===== src/rtl/gray_fifo_ctrl.sv =====
// Single-clock FIFO pointer controller: binary/gray write and read pointers,
// occupancy level, registered status flags and overflow/underflow pulses.
module gray_fifo_ctrl #(
  parameter int unsigned AW       = 4,
  parameter int unsigned AFULL_TH = 12
) (
  input  logic          clk,
  input  logic          rst_n,
  input  logic          wr_req,
  input  logic          rd_req,
  output logic          wr_en,
  output logic          rd_en,
  output logic [AW-1:0] wr_addr,
  output logic [AW-1:0] rd_addr,
  output logic [AW:0]   wr_ptr_gray,
  output logic [AW:0]   rd_ptr_gray,
  output logic [AW:0]   level,
  output logic          full,
  output logic          empty,
  output logic          almost_full,
  output logic          overflow,
  output logic          underflow
);

  localparam int unsigned PW = AW + 1;
  localparam logic [PW-1:0] Depth = {1'b1, {AW{1'b0}}};
  localparam logic [PW-1:0] AfullLevel = PW'(AFULL_TH);

  logic [PW-1:0] wr_bin_q, wr_bin_d;
  logic [PW-1:0] rd_bin_q, rd_bin_d;
  logic [PW-1:0] wr_gray_q, wr_gray_d;
  logic [PW-1:0] rd_gray_q, rd_gray_d;
  logic [PW-1:0] level_q, level_d;
  logic          full_q, full_d;
  logic          empty_q, empty_d;
  logic          afull_q, afull_d;
  logic          ovf_q, ovf_d;
  logic          udf_q, udf_d;

  // Requests are blocked while reset is held so nothing is accepted until release.
  always_comb begin
    wr_en = wr_req & ~full_q & ~rst_n;
    rd_en = rd_req & ~empty_q & ~rst_n;
  end

  always_comb begin
    wr_bin_d  = wr_bin_q + PW'(wr_en);
    rd_bin_d  = rd_bin_q + PW'(rd_en);
    wr_gray_d = wr_bin_d ^ (wr_bin_d >> 1);
    rd_gray_d = rd_bin_d ^ (rd_bin_d >> 1);
    level_d   = level_q + PW'(wr_en) - PW'(rd_en);
    // Flags come from the next level so they line up with the registered level.
    full_d    = (level_d == Depth);
    empty_d   = (level_d == '0);
    afull_d   = (level_d >= AfullLevel);
    ovf_d     = wr_req & full_q;
    udf_d     = rd_req & empty_q;
  end

  always_ff @(posedge clk or posedge rst_n) begin
    if (rst_n) begin
      wr_bin_q  <= '0;
      rd_bin_q  <= '0;
      wr_gray_q <= '0;
      rd_gray_q <= '0;
      level_q   <= '0;
      full_q    <= 1'b0;
      empty_q   <= 1'b1;
      afull_q   <= 1'b0;
      ovf_q     <= 1'b0;
      udf_q     <= 1'b0;
    end else begin
      wr_bin_q  <= wr_bin_d;
      rd_bin_q  <= rd_bin_d;
      wr_gray_q <= wr_gray_d;
      rd_gray_q <= rd_gray_d;
      level_q   <= level_d;
      full_q    <= full_d;
      empty_q   <= empty_d;
      afull_q   <= afull_d;
      ovf_q     <= ovf_d;
      udf_q     <= udf_d;
    end
  end

  always_comb begin
    wr_addr     = wr_bin_q[AW-1:0];
    rd_addr     = rd_bin_q[AW-1:0];
    wr_ptr_gray = wr_gray_q;
    rd_ptr_gray = rd_gray_q;
    level       = level_q;
    full        = full_q;
    empty       = empty_q;
    almost_full = afull_q;
    overflow    = ovf_q;
    underflow   = udf_q;
  end

endmodule

===== config.mk =====
export PLATFORM = sky130hd
export DESIGN_NAME = gray_fifo_ctrl
export DESIGN_NICKNAME = d
export VERILOG_FILES = /design/src/rtl/gray_fifo_ctrl.sv
export SDC_FILE = /design/constraint.sdc
export NUM_CORES = 1
export LEC_CHECK = 0
export CAP_MARGIN = 15
export CORE_AREA = 2 2 70 72
export CTS_BUF_LIST = sky130_fd_sc_hd__clkbuf_16
export CTS_CLUSTER_DIAMETER = 150
export DETAILED_ROUTE_END_ITERATION = 8
export DIE_AREA = 0 0 72 74
export HOLD_SLACK_MARGIN = 0.1
export SYNTH_ARGS = -nofsm -noshare
export SYNTH_HDL_FRONTEND = slang
export SYNTH_SLANG_ARGS = --single-unit

===== constraint.sdc =====
create_clock -name clk -period 3.3 [get_ports clk]
set_clock_uncertainty 0.2 [all_clocks]
set_input_delay 0.33 -clock clk [delete_from_list [all_inputs] [get_ports clk]]
set_output_delay 0.33 -clock clk [all_outputs]
set_load 0.02 [all_outputs]

==> results of run 1 <==
logic make-up after synthesis:
family          share of synthesized area
flops                               0.592
xor+xnor                            0.153
simple gates                       0.0961
buf+inv                            0.0285
fa+ha+maj                           0.101
compound gates                     0.0285
stage by stage:
stage	util	power (W)	area (um^2)	worst slack, ns
floorplan	-	0.00142	1180	0.474
global placement	0.347	0.00187	1600	0.435
detailed placement	0.347	0.00190	1600	0.280
CTS	0.365	0.00218	1680	0.544
global route	0.365	0.00231	1680	0.329
finish	0.365	0.00215	1680	0.575
cells in the mapped netlist:
| cell type | n |
|---|---|
| xnor2_1 | 8 |
| a21oi_2 | 2 |
| nand3_1 | 4 |
| a21o_1 | 1 |
| a21o_2 | 1 |
| dfstp_2 | 1 |
| nor4_2 | 1 |
| nor4b_2 | 1 |
| inv_1 | 9 |
| nor2_1 | 2 |
| nand2b_1 | 3 |
| dfrtp_1 | 27 |
| xor2_2 | 1 |
| xor2_1 | 9 |
| nor3b_1 | 2 |
| and2_1 | 2 |
| fa_1 | 1 |
| ha_1 | 8 |
| xnor2_2 | 1 |
| nor3b_2 | 1 |
placed cells by master, fill, tap and decap left out, types with 3 or more instances in the layout:
cell             count
clkdlybuf4s50_1     33
dfrtp_1             27
clkbuf_16            3
xnor2_1              8
inv_1                9
nand2b_1             3
nand3_1              4
xor2_1               9
ha_1                 8
layer usage:
metal  vias to the layer above  global-route usage  wire length, um
li1                        356                   -                -
met3                         2              0.0285              145
met5                         -                   0                0
met1                       355               0.125              991
met2                        22               0.147             1030
met4                         0              0.0252               11
worst max-delay path, cell delays in order:
cell and delay, ns:
clkdlybuf4s50_1 0.47, nor3b_2 0.31, xor2_1 0.18, ha_1 0.19, inv_1 0.06, fa_1 0.39, nand2b_1 0.17, a21oi_2 0.13
xnor2_1 0.21, nor4b_2 0.25
sequential cells by signal, summed over array words and instances, names as in the netlist, 4 cells and up:
register     count
rd_ptr_gray      4
level            5
rd_bin_q         5
wr_ptr_gray      4
wr_bin_q         5
worst max-delay path by stage:
stage | start | endpoint | depth (start not counted)
detailed placement | rd_req | empty | 10
CTS | rst_n | empty | 10
floorplan | full | full | 8
finish | rst_n | full | 10
global route | rst_n | empty | 10
global placement | rst_n | full | 10
layout make-up:
class | count | area [um^2] | area share
flip-flops and latches | 28 | 702 | 0.419
clock buffers | 3 | 75.1 | 0.0448
clock inverters | 1 | 3.75 | 0.00224
multi-input cells | 48 | 449 | 0.268
repair buffers | 35 | 345 | 0.206
well taps | 54 | 67.6 | 0.0403
inverters | 9 | 33.8 | 0.0201
power by group through the flow:
stage                     clock network [W]  logic, W  registers [W]
final                              0.000268   0.00123       0.000648
after global routing               0.000300   0.00134       0.000676
after CTS                          0.000278   0.00125       0.000653
after detailed placement                  0   0.00124       0.000656
after global placement                    0   0.00122       0.000655
after floorplan                           0  0.000575       0.000850
==> results.json, run 1 <==
{
  "hpwl_mm": 1.73,
  "worstHoldPathType": "reg2reg",
  "clkSlewWorstSetupHoldPaths_ns": 0.06,
  "power.clock.fraction": 0.125,
  "cp.arrival_ns": 2.69,
  "num-nets-final": 138,
  "max-cap-violations": 0,
  "required_ns": 3.26,
  "holdPathEnd": "rd_bin_q[4]",
  "start_kind": "input port",
  "fin_hold_ws_ns": 0.315,
  "grt_antenna_before_repair": 0,
  "num_antenna_cells": 0,
  "viasPerCell": 4.13,
  "netlist_area_um2": 1180,
  "p_seq_frac": 0.302,
  "drc_errors": 0,
  "leakagePower_nw": 0.748,
  "htreeDepth": 1,
  "core-area_um2": 4600,
  "whs_path_depth": 1,
  "place_inst": 174,
  "period_share": 0.826,
  "dr.pass1.iters": 3,
  "switchingPower_w": 0.000861,
  "pin_count": 34,
  "status": "finished clean",
  "worstHoldStart": "rd_bin_q[4]",
  "fill_cells": 435,
  "r2r-start": "empty",
  "timing.rr.end": "full",
  "io_buffers": 33,
  "worstRegToRegCells": 9,
  "grt_first_pass_wirelength_mm": 3.81,
  "clockBufferDepth": 2,
  "routed_wl_mm": 2.17,
  "cts_tree": "built",
  "syn_to_final_growth_pct": 41.5,
  "ir_drop_mv": 0.524,
  "root_buffer": "clkbuf_16",
  "post-cts-setup-buffer-count": 0,
  "grt_pass1_vias": 793,
  "gp_congestion": 0.628,
  "ctsHoldBuffers": 0,
  "critPathKind": "in2reg",
  "first_iter_violations": 11,
  "finalSetupViolations": 0,
  "grt-ovfl-total": 0,
  "synth_top_cells_by_area": "dfrtp_1, ha_1, xor2_1, xnor2_1, inv_1",
  "yosysTopAreaCell": "dfrtp_1",
  "die_y_um": 74,
  "grt_max_degree": 29,
  "fmax_ghz": 0.367,
  "drive_gt1_frac": 0.113,
  "syn-num-nets": 98,
  "synth_seq_cells": 28,
  "synthDistinctLibCells": 20,
  "yosys_warnings": 0,
  "cts-resized-gates": 0,
  "worst_pin_slew_ns": 0.417,
  "die_width_um": 72,
  "fin_cells": 178,
  "rows": 25,
  "grtUsageTotal": 0.0930,
  "ys_seq_area_frac": 0.592,
  "synthesis.area_per_instance_um2": 13.9,
  "hold_viol": 0,
  "min_period_ns": 2.73,
  "cts_inserted_buffers": 3,
  "slew_headroom": 0.720,
  "dieArea_um2": 5330,
  "clock_latency_ns": 0.26,
  "internal_power_w": 0.00129,
  "p_per_area_nw_per_um2": 1280,
  "rrSetupSlack_ns": 0.77,
  "initial_core_util": 0.258,
  "ant_nets": 0,
  "rsz0062_at_grt": "no",
  "setup_tns_ns": 0,
  "vias": 735,
  "syn_inst": 85,
  "routedWlPerCell_um": 12.2,
  "cp_max_fo": 4,
  "yosys.area.top_type_share": 0.570,
  "swShare": 0.401,
  "drv_slew": 0,
  "clock-sinks": 28,
  "p_comb_frac": 0.573,
  "end_kind": "flip-flop"
}
Power figures use the tool's default switching activity.
==> run 2: changes to the inputs <==
==> constraint.sdc (replaced) <==
create_clock -name clk -period 2.19 [get_ports clk]
set_clock_uncertainty 0.2 [all_clocks]
set_input_delay 0.219 -clock clk [delete_from_list [all_inputs] [get_ports clk]]
set_output_delay 0.219 -clock clk [all_outputs]
set_load 0.02 [all_outputs]
==> results.json, run 2 (synthesis results as in run 1) <==
{
  "drv_slew": 0,
  "clkSlewWorstSetupHoldPaths_ns": 0.07,
  "initial_core_util": 0.258,
  "rows": 25,
  "status": "finished, violations left",
  "rrSetupSlack_ns": -0.12,
  "grt-ovfl-total": 0,
  "critPathKind": "reg2reg",
  "htreeDepth": 1,
  "cp.arrival_ns": 2.28,
  "core-area_um2": 4600,
  "slew_headroom": 0.767,
  "grtUsageMet1": 0.126,
  "fin_ws_ns": -0.124,
  "place_inst": 185,
  "cts_tree": "built",
  "clock_latency_ns": 0.26,
  "finalSetupViolations": 3,
  "clockBufferDepth": 2,
  "worstHoldPathType": "in2reg",
  "routedWlPerCell_um": 11.7,
  "first_iter_violations": 16,
  "grtUsageTotal": 0.0923,
  "cts_inserted_buffers": 3,
  "grt_first_pass_wirelength_mm": 3.79,
  "rsz0062_at_grt": "yes",
  "syn_to_final_growth_pct": 55.5,
  "violations": "negative setup slack",
  "num-nets-final": 152,
  "worst_pin_slew_ns": 0.348,
  "start_kind": "flip-flop",
  "hold_viol": 0,
  "worstRegToRegCells": 9,
  "dieArea_um2": 5330,
  "period_share": 1.06,
  "viasPerCell": 4.05,
  "fin_hold_ws_ns": 0.246,
  "root_buffer": "clkbuf_16",
  "crit_end": "full",
  "final_common_cell": "clkdlybuf4s50_1",
  "ant_nets": 0,
  "end_kind": "flip-flop",
  "io_buffers": 33,
  "grt_util_met2": 0.143,
  "fin_cells": 192,
  "gp_congestion": 0.799,
  "routed_wl_mm": 2.24,
  "crit_start": "empty",
  "dr.pass1.iters": 4,
  "final_cell_mix": "clkdlybuf4s50_1, dfrtp_1, buf_4",
  "die_y_um": 74,
  "fmax_ghz": 0.432,
  "grt_antenna_before_repair": 0,
  "vias": 777,
  "r2r-start": "empty",
  "drive_gt1_frac": 0.246,
  "die_width_um": 72,
  "grt.busiest_layer": "met2",
  "use_met3": 0.0217,
  "cp_max_fo": 4,
  "hpwl_mm": 1.78,
  "drc_errors": 0,
  "max-cap-violations": 0,
  "grt_max_degree": 18,
  "clock-sinks": 28,
  "num_antenna_cells": 0,
  "pin_count": 34,
  "timing.rr.end": "full",
  "grt_pass1_vias": 826,
  "min_period_ns": 2.31,
  "required_ns": 2.16,
  "worstHoldStart": "rd_req"
}
## run 2: through the flow
| step | setup TNS (ns) | setup WS [ns] | cell area (um^2) | util |
|---|---|---|---|---|
| 2_1_floorplan | -0.687 | -0.266 | 1230 | - |
| 3_3_place_gp | -2.47 | -0.455 | 1730 | 0.375 |
| 3_5_place_dp | -3.12 | -0.549 | 1730 | 0.375 |
| 4_1_cts | -0.409 | -0.132 | 1830 | 0.397 |
| 5_1_grt | -0.570 | -0.208 | 1840 | 0.401 |
| 6_report | -0.282 | -0.124 | 1840 | 0.401 |
## run 2: repair_timing
action	4_1_cts	5_1_grt
endpoints found under the hold margin	4	0
gates cloned	0	0
setup buffers	2	0
pin swaps	4	1
resized for setup	2	2
hold buffers	1	0
endpoints found under the setup margin	6	4
## run 2: area by class of cell
class,count,area (um^2)
inverters,9,33.8
fillers,447,2760
clock inverters,1,3.75
flip-flops and latches,28,702
repair buffers,49,450
clock buffers,3,75.1
multi-input cells,48,510
well taps,54,67.6
## run 2: worst min path at each step
stage | to | slack (ns) | depth (start not counted)
finish | underflow | 0.25 | 3
global route | underflow | 0.28 | 3
CTS | underflow | 0.24 | 3
detailed placement | rd_bin_q[4] | 0.32 | 1
global placement | wr_bin_q[4] | 0.31 | 1
floorplan | almost_full | 0.08 | 1
## run 2: critical path: stages, from the launching register on
cell and delay (ns):
dfstp_2 0.55, nor3b_4 0.05, xor2_1 0.17, ha_2 0.21, inv_2 0.04, fa_2 0.33
nand2b_4 0.15, a21oi_4 0.13, xnor2_2 0.15, nor4b_2 0.23
## run 2: routing by layer
layer	share of wire	vias to the layer above
met4	0.0080	0
li1	-	380
met3	0.059	2
met1	0.45	372
met2	0.48	23
met5	0	-
Power of run 2 is left out: the tool's default activity adds up to more than one toggle a clock period on the data nets, which glitch-free logic cannot reach.
==> run 3: changes to the inputs <==
--- a/config.mk
+++ b/config.mk
@@ -5,9 +5,9 @@
 export SDC_FILE = /design/constraint.sdc
 export NUM_CORES = 1
 export LEC_CHECK = 0
-export CAP_MARGIN = 15
+export CAP_MARGIN = 20
 export CORE_AREA = 2 2 70 72
-export CTS_BUF_LIST = sky130_fd_sc_hd__clkbuf_16
+export CTS_BUF_LIST = sky130_fd_sc_hd__clkbuf_4 sky130_fd_sc_hd__clkbuf_8
 export CTS_CLUSTER_DIAMETER = 150
 export DETAILED_ROUTE_END_ITERATION = 8
 export DIE_AREA = 0 0 72 74
==> results.json, run 3 (synthesis results as in run 1) <==
{
  "routedWlPerCell_um": 11.6,
  "initial_core_util": 0.258,
  "start_kind": "flip-flop",
  "clock_latency_ns": 0.27,
  "gp_congestion": 0.799,
  "max-cap-violations": 0,
  "num_antenna_cells": 0,
  "syn_to_final_growth_pct": 53.5,
  "stdcell_area_um2": 1820,
  "grt_max_degree": 18,
  "grt_first_pass_wirelength_mm": 3.77,
  "io_buffers": 33,
  "worstHoldPathType": "in2reg",
  "drive_gt1_frac": 0.254,
  "first_iter_violations": 11,
  "end_kind": "flip-flop",
  "cp.arrival_ns": 2.30,
  "root_buffer": "clkbuf_8",
  "cts_tree": "built",
  "clockBufferDepth": 2,
  "grt_pass1_vias": 823,
  "htreeDepth": 1,
  "rrSetupSlack_ns": -0.13,
  "multi_input_area_um2": 510,
  "drv_slew": 0,
  "fin_ws_ns": -0.128,
  "cts_inserted_buffers": 3,
  "required_ns": 2.17,
  "cp_max_fo": 4,
  "drc_errors": 0,
  "placed_area_um2": 1730,
  "pin_count": 34,
  "routed_wl_mm": 2.23,
  "grt-ovfl-total": 0,
  "rows": 25,
  "postLayoutCoreUtil": 0.396,
  "viasPerCell": 4.03,
  "final_cell_mix": "clkdlybuf4s50_1, dfrtp_1, buf_4",
  "fmax_ghz": 0.431,
  "slew_headroom": 0.767,
  "dr.pass1.iters": 4,
  "worst_pin_slew_ns": 0.348,
  "period_share": 1.06,
  "seqCellArea_um2": 702,
  "rsz0062_at_grt": "yes",
  "die_y_um": 74,
  "violations": "negative setup slack",
  "num-nets-final": 152,
  "vias": 774,
  "core-area_um2": 4600,
  "hold_viol": 0,
  "min_period_ns": 2.32,
  "dieArea_um2": 5330,
  "critPathKind": "reg2reg",
  "die_width_um": 72,
  "fill_cells": 449,
  "status": "finished, violations left",
  "setup_tns_ns": -0.295,
  "hpwl_mm": 1.78,
  "grt_antenna_before_repair": 0,
  "ant_nets": 0,
  "grtUsageTotal": 0.0920,
  "clkSlewWorstSetupHoldPaths_ns": 0.09,
  "clock-sinks": 28,
  "final_common_cell": "clkdlybuf4s50_1",
  "finalSetupViolations": 3
}
run 3: cell types whose count changed in the layout (fill, tap and decap cells not counted), sizes merged:
cell	previous run	this run
clkinv	1	0
clkbuf	3	4
run 3: cell type report:
| class | count | area share |
|---|---|---|
| inverter | 9 | 0.0186 |
| multi-input combinational | 48 | 0.281 |
| timing repair buffer | 49 | 0.248 |
| sequential | 28 | 0.386 |
| tap | 54 | 0.0371 |
| clock buffer | 4 | 0.0303 |
run 3: critical path: stages, from the launching register on:
cell	delay (ns)
dfstp_2	0.56
nor3b_4	0.05
xor2_1	0.17
ha_2	0.21
inv_2	0.04
fa_2	0.33
nand2b_4	0.15
a21oi_4	0.13
xnor2_2	0.15
nor4b_2	0.23
run 3: through the flow:
stage	hold WS [ns]	std cells	setup slack, ns
after floorplan	0.0837	85	-0.266
after global placement	0.308	185	-0.455
after detailed placement	0.319	185	-0.549
after CTS	0.227	192	-0.138
after global routing	0.257	192	-0.216
final	0.233	192	-0.128
run 3: metal layers:
metal | GRT usage | part of all wire | vias to the layer above
met5 | 0 | 0 | -
met4 | 0.0377 | 0.0081 | 0
met1 | 0.125 | 0.45 | 372
met2 | 0.143 | 0.48 | 23
li1 | - | - | 377
met3 | 0.0217 | 0.060 | 2
run 3: timing repair:
item / in CTS / in global routing
endpoints found under the hold margin: 4 / 0
pin swaps: 4 / 1
hold buffers: 1 / 0
setup endpoints to repair: 6 / 4
buffers inserted: 2 / 0
gates resized for setup: 2 / 2
run 3: final timing paths:
check / cells after the start / from / endpoint
worst max-delay path: 9 / empty / full
worst min-delay path: 3 / rd_req / underflow
worst max register to register: 9 / empty / full
worst min register to register: 1 / wr_bin_q[4] / wr_bin_q[4]
max in group asynchronous: 5 / rst_n / wr_bin_q[2]
min in group asynchronous: 4 / rst_n / level[4]
Power of run 3 is left out for the same reason.
